File: config.mk
export PLATFORM = sky130hd
export DESIGN_NAME = trng_entropy_collector
export DESIGN_NICKNAME = d
export VERILOG_FILES = /design/src/rtl/trng_entropy_collector.sv
export SDC_FILE = /design/constraint.sdc
export NUM_CORES = 1
export LEC_CHECK = 0
export CORE_MARGIN = 5
export CORE_UTILIZATION = 35
export CTS_CLUSTER_DIAMETER = 60
export CTS_CLUSTER_SIZE = 10
export DETAILED_ROUTE_END_ITERATION = 8
export GPL_TIMING_DRIVEN = 0
export SETUP_SLACK_MARGIN = 0.2
export SLEW_MARGIN = 0
export SYNTH_ARGS = -nofsm -noshare
export SYNTH_HDL_FRONTEND = slang
export SYNTH_SLANG_ARGS = --single-unit
File: constraint.sdc
create_clock -name clk -period 4.7 [get_ports clk]
set_input_delay 0.94 -clock clk [delete_from_list [all_inputs] [get_ports clk]]
set_output_delay 0.94 -clock clk [all_outputs]
set_load 0.01 [all_outputs]
File: src/rtl/trng_entropy_collector.sv
// trng_entropy_collector
//   Collects a serial raw-entropy stream into a TRNG_A_WIDTH+TRNG_D_WIDTH
//   shift buffer. It enforces a minimum refresh interval, then emits a
//   one-cycle dcr strobe with the packed trng_a/trng_d words.
//
//   Optional feature macro: TRNG_HEALTH_TEST_EN
//     When defined, a repetition-count health test drops any buffer in which
//     REP_LIMIT identical bits arrive in a row, and raises a sticky
//     health_fail flag. When undefined, health_fail is tied low.
//
// Ports
//   clk          clock
//   rst_n        asynchronous active-low reset
//   ent_valid    ent_bit is valid this cycle
//   ent_bit      raw entropy bit (shifted into the buffer LSB)
//   refresh_req  early refresh request, bypasses the interval timer
//   dcr          registered one-cycle load strobe
//   trng_a       packed upper word (first collected bit is its MSB)
//   trng_d       packed lower word
//   ready        buffer full, waiting for the refresh condition
//   health_fail  sticky repetition-test failure flag
module trng_entropy_collector #(
  parameter int TRNG_A_WIDTH   = 64,
  parameter int TRNG_D_WIDTH   = 32,
  parameter int REFRESH_CYCLES = 1024,
  parameter int REP_LIMIT      = 32
) (
  input  logic                    clk,
  input  logic                    rst_n,
  input  logic                    ent_valid,
  input  logic                    ent_bit,
  input  logic                    refresh_req,
  output logic                    dcr,
  output logic [TRNG_A_WIDTH-1:0] trng_a,
  output logic [TRNG_D_WIDTH-1:0] trng_d,
  output logic                    ready,
  output logic                    health_fail
);

  localparam int N  = TRNG_A_WIDTH + TRNG_D_WIDTH;
  localparam int CW = $clog2(N + 1);
  localparam int TW = $clog2(REFRESH_CYCLES);

  localparam logic [CW-1:0] CNT_LAST = CW'(N - 1);
  localparam logic [TW-1:0] TMR_MAX  = TW'(REFRESH_CYCLES - 1);

  typedef enum logic [1:0] {
    COLLECT = 2'd0,
    WAIT    = 2'd1,
    ISSUE   = 2'd2
  } state_t;

  state_t          state;
  state_t          next_state;
  logic [N-1:0]    sr;
  logic [CW-1:0]   cnt;
  logic [TW-1:0]   timer;
  logic            req_pend;
  logic            timer_done;
  logic            accept;
  logic            refresh_hit;
  logic            discard;
  logic            issue_go;
  logic            dcr_next;
  logic            ready_next;

  assign timer_done  = (timer == TMR_MAX);
  assign accept      = (state == COLLECT) && ent_valid;
  assign refresh_hit = timer_done || req_pend || refresh_req;

`ifdef TRNG_HEALTH_TEST_EN
  localparam int RW = $clog2(REP_LIMIT + 1);
  localparam logic [RW-1:0] REP_MAX = RW'(REP_LIMIT);

  logic [RW-1:0] rep_cnt;
  logic [RW-1:0] rep_next;
  logic          rep_bit;
  logic          hf_q;

  // A zero run count marks "no previous bit" (after reset or a discard),
  // so the next accepted bit always starts a fresh run of one.
  always_comb begin
    rep_next = RW'(1);
    if ((rep_cnt != '0) && (ent_bit == rep_bit))
      rep_next = rep_cnt + RW'(1);
  end

  assign discard = accept && (rep_next == REP_MAX);

  always_ff @(posedge clk or negedge rst_n) begin
    if (!rst_n) begin
      rep_cnt <= '0;
      rep_bit <= 1'b0;
      hf_q    <= 1'b0;
    end else if (accept) begin
      rep_bit <= ent_bit;
      if (discard) begin
        rep_cnt <= '0;
        hf_q    <= 1'b1;
      end else begin
        rep_cnt <= rep_next;
      end
    end
  end

  assign health_fail = hf_q;
`else
  assign discard     = 1'b0;
  assign health_fail = 1'b0;
`endif

  // State register
  always_ff @(posedge clk or negedge rst_n) begin
    if (!rst_n) state <= COLLECT;
    else        state <= next_state;
  end

  // Next-state logic
  always_comb begin
    next_state = state;
    case (state)
      COLLECT: if (accept && !discard && (cnt == CNT_LAST)) next_state = WAIT;
      WAIT:    if (refresh_hit)                              next_state = ISSUE;
      ISSUE:   next_state = COLLECT;
      default: next_state = COLLECT;
    endcase
  end

  // Output decode; dcr/ready are registered from the next state so they are
  // clean flop outputs aligned with the ISSUE/WAIT cycles.
  always_comb begin
    issue_go   = (state == WAIT) && (next_state == ISSUE);
    dcr_next   = (next_state == ISSUE);
    ready_next = (next_state == WAIT);
  end

  always_ff @(posedge clk or negedge rst_n) begin
    if (!rst_n) begin
      dcr    <= 1'b0;
      ready  <= 1'b0;
      trng_a <= '0;
      trng_d <= '0;
    end else begin
      dcr   <= dcr_next;
      ready <= ready_next;
      if (issue_go) begin
        trng_a <= sr[N-1:TRNG_D_WIDTH];
        trng_d <= sr[TRNG_D_WIDTH-1:0];
      end
    end
  end

  // Collection buffer and bit counter
  always_ff @(posedge clk or negedge rst_n) begin
    if (!rst_n) begin
      sr  <= '0;
      cnt <= '0;
    end else begin
      if (accept)
        sr <= discard ? '0 : {sr[N-2:0], ent_bit};
      if (state == ISSUE)
        cnt <= '0;
      else if (accept)
        cnt <= discard ? '0 : cnt + CW'(1);
    end
  end

  // Interval timer. It is zeroed on the edge into ISSUE and again on the
  // edge leaving it, so two timer-limited pulses sit REFRESH_CYCLES+1 apart.
  always_ff @(posedge clk or negedge rst_n) begin
    if (!rst_n)
      timer <= '0;
    else if (issue_go || (state == ISSUE))
      timer <= '0;
    else if (!timer_done)
      timer <= timer + TW'(1);
  end

  // Early-refresh latch: remembers a request made before the buffer filled.
  always_ff @(posedge clk or negedge rst_n) begin
    if (!rst_n)
      req_pend <= 1'b0;
    else if (issue_go)
      req_pend <= 1'b0;
    else if ((state == COLLECT) && refresh_req)
      req_pend <= 1'b1;
  end

endmodule

==> metrics.md <==
| Metric | Value |
|---|---|
| Final hold violation count | `0` |
| Crit path kind | `in -> reg` |
| Flop pwr share | `0.503` |
| Power per cell area | `386 mW/mm²` |
| Clk buf depth | `3` |
| Crit-path max FO | `10` |
| Worst setup SP type | `primary input` |
| Gates resized, CTS repair | `0` |
| Setup violators final | `0` |
| HP Class | `in -> async` |
| Drt wl/cell | `14.4 µm` |
| CP Cell Sequence | `clkdlybuf4s50_1 -> nor3b_1 -> clkbuf_1 -> clkbuf_1 -> nand2_1 -> nand2_1` |
| FP Rows | `56` |
| Crit path capture type | `register` |
| Inserted Diodes | `0` |
| CTS tree | `built` |
| Starting density of the core | `0.352` |
| Total Power | `4.00 mW` |
| Place WS | `1640 ps` |
| Max H-tree Level | `1` |
| Latest clock arrival within the worst-skew pair | `510 ps` |
| Vias per std cell | `4.54` |
| Switching share of total power | `0.231` |
| Die span in x | `163 µm` |
| Minimum clock period | `2520 ps` |
| Top-area cell type share of the netlist area | `0.655` |
| CP required | `5150 ps` |
| Total congestion overflow | `0` |
| TritonCTS Buffers | `26` |
| Yosys top cell by area | `dfrtp_1` |
| Clk slew on worst S/H paths | `50 ps` |
| Number of global-route vias before repair | `5,405` |
| Async SR Flop Fraction | `1.00` |
| Clk root buf | `clkbuf_16` |
| Peak VDD IR | `257 µV` |
| Worst relative slew slack | `0.453` |
| Max Slew Vio Count | `0` |
| Port Buffers | `102` |
| First-pass GRT wire length | `28,600 µm` |
| Max incr delay on CP | `660 ps` |
| Core area | `0.0233 mm²` |
| FF+latch count, synth | `214` |
| DR DRC count | `0` |
| Post-synthesis sequential area ratio | `0.655` |
| Synth cell types | `36` |
| Routed Antenna Nets | `0` |
| EDFF count, synth | `0` |
| Drt pass-1 iters | `4` |
| Syn. warnings | `0` |
| Leakage power | `5.29 nW` |
| Nets@finish | `848` |
| Switching power total | `0.925 mW` |
| Die Y | `163 µm` |
| Filler cells | `2,211` |
| Setup TNS | `0 ps` |
| Initial antenna violation count | `0` |
| # Max-Cap Violations | `0` |
| WL final | `16,800 µm` |
| Reg area | `0.00536 mm²` |
| CP max-delay cell | `clkbuf_1` |
| Gate power share | `0.052` |
| Tot GR Track Use | `0.131` |
| Tcrit/Tclk final | `0.535` |
| Hold WS | `418 ps` |
| Setup ws final | `2180 ps` |
| FMAX | `397 MHz` |
| Top FF cell, synth | `dfrtp_1` |
| Cell Area, Synth | `0.00818 mm²` |
| I/O Pins | `104` |
| Largest net degree at the start of global routing | `115` |
| P&R area growth vs syn | `26.6%` |
| Post-Syn Instances | `710` |
| Worst-margin pin slew | `821 ps` |
| Critical path arrival | `2960 ps` |
| Vias | `5,283` |
| Full die area | `0.0265 mm²` |
| Internal power | `3.08 mW` |
| Top post-synthesis cells by area | `dfrtp_1 65%, nand2_1 13%, mux2_2 9.2%` |
| Post-detail-place hpwl | `10,600 µm` |
| Area of the multi-input gates | `0.00265 mm²` |
| Outcome | `completed` |
| RSZ-0062 raised after global routing | `false` |
| # clock sinks | `214` |
| Hold buffers post-CTS | `0` |
| Clock network fraction of total power | `0.445` |
| Ratio of cells with drive above 1 in the final layout | `0.138` |
| Final Skew | `8.66 ps` |
| Worst R2R Path Depth | `8` |
| Initial DRC Count | `252` |
| Post-synthesis area per instance | `11.5 µm²` |
| Post-CTS Setup Inserts | `0` |
| Mapped Nets | `717` |
| RD Place Congestion | `0.716` |
## sequential cells by signal, summed over array words and instances, names as in the netlist
name and flops:
trng_a 64, cnt 7, sr 96, state 2, dcr 1, trng_d 32, req_pend 1, timer 10
ready 1
## per-stage QoR
stage	instance area, µm²	instances	utilization
2_1_floorplan	8180	710	-
5_1_grt	10400	1164	0.445
3_5_place_dp	9630	1132	0.414
6_report	10400	1164	0.445
4_1_cts	10400	1164	0.445
3_3_place_gp	9600	1131	0.413
## cell families (layout without fill, tap and decap cells)
group	count (synthesis)	count (layout)	share of synthesized area
xor+xnor	4	4	0.00428
flops	214	214	0.655
other cells	1	1	0.000458
compound gates	16	16	0.0138
buf+inv	36	171	0.0219
simple gates	339	339	0.167
fa+ha+maj	2	2	0.00306
mux	98	98	0.135
## worst paths after layout
path / startpoint / to / slack (ps)
max: ent_valid / sr[37]$_DFFE_PN0P_ / 2180
min in group clk: trng_a[21]$_DFFE_PN0P_ / trng_a[21]$_DFFE_PN0P_ / 480
min reg2reg: trng_a[21]$_DFFE_PN0P_ / trng_a[21]$_DFFE_PN0P_ / 480
min: rst_n / trng_a[18]$_DFFE_PN0P_ / 420
max in group asynchronous: rst_n / trng_d[4]$_DFFE_PN0P_ / 3240
max reg2reg: timer[0]$_DFFE_PN0P_ / trng_a[29]$_DFFE_PN0P_ / 2400
## worst max-delay path: cells and delay by family
kind | cells | cell delay (ps)
AND/OR/NAND/NOR | 3 | 450
buffers and inverters | 3 | 1560
## routing by layer
| metal | global-route usage | routed length, µm |
|---|---|---|
| met5 | 0 | 0 |
| met2 | 0.200 | 7590 |
| met4 | 0.0339 | 307 |
| met1 | 0.191 | 8030 |
| met3 | 0.0276 | 847 |
## cell usage in the layout, fill, tap and decap left out, types with 2 or more instances in the layout
cell / Yosys / final
clkbuf_16: 0 / 27
nand3_1: 6 / 6
mux2_2: 67 / 67
mux2_1: 29 / 29
a31oi_1: 3 / 3
clkinv_2: 0 / 2
nor3b_1: 2 / 2
nor3_1: 6 / 6
nor2_1: 12 / 12
buf_6: 4 / 4
xnor2_1: 3 / 3
nand2_1: 294 / 294
and3_1: 5 / 5
clkdlybuf4s50_1: 0 / 101
dfrtp_1: 214 / 214
mux2i_1: 2 / 2
a21oi_1: 6 / 6
ha_1: 2 / 2
clkbuf_1: 22 / 23
o21ai_0: 3 / 3
and4_1: 5 / 5
buf_2: 8 / 8
## cells in the mapped netlist (all sizes together) (2+ instances only)
cell	n
o21ai	4
nand3	6
buf	13
nor2	13
nor3	6
ha	2
nor3b	2
mux2i	2
a21oi	6
clkbuf	22
xnor2	3
mux2	96
dfrtp	214
a31oi	3
and4	5
and3	5
nand2	294
## power groups by stage
stage | Clock, mW | Sequential [mW] | Combinational (mW)
after global routing | 1.93 | 2.03 | 0.246
after global placement | 0 | 2.04 | 0.206
after CTS | 1.85 | 2.01 | 0.215
after floorplan | 0 | 2.02 | 0.139
after detailed placement | 0 | 2.04 | 0.215
final | 1.78 | 2.01 | 0.208
## final cells by class
cell class	instances	share of cell area
repair buffers	103	0.102
flip-flops and latches	214	0.517
multi-input cells	460	0.255
inverters	1	0.000362
clock buffers	28	0.0656
well taps	319	0.0385
clock inverters	4	0.00459
plain buffers	35	0.0169
Power figures use the tool's default switching activity.
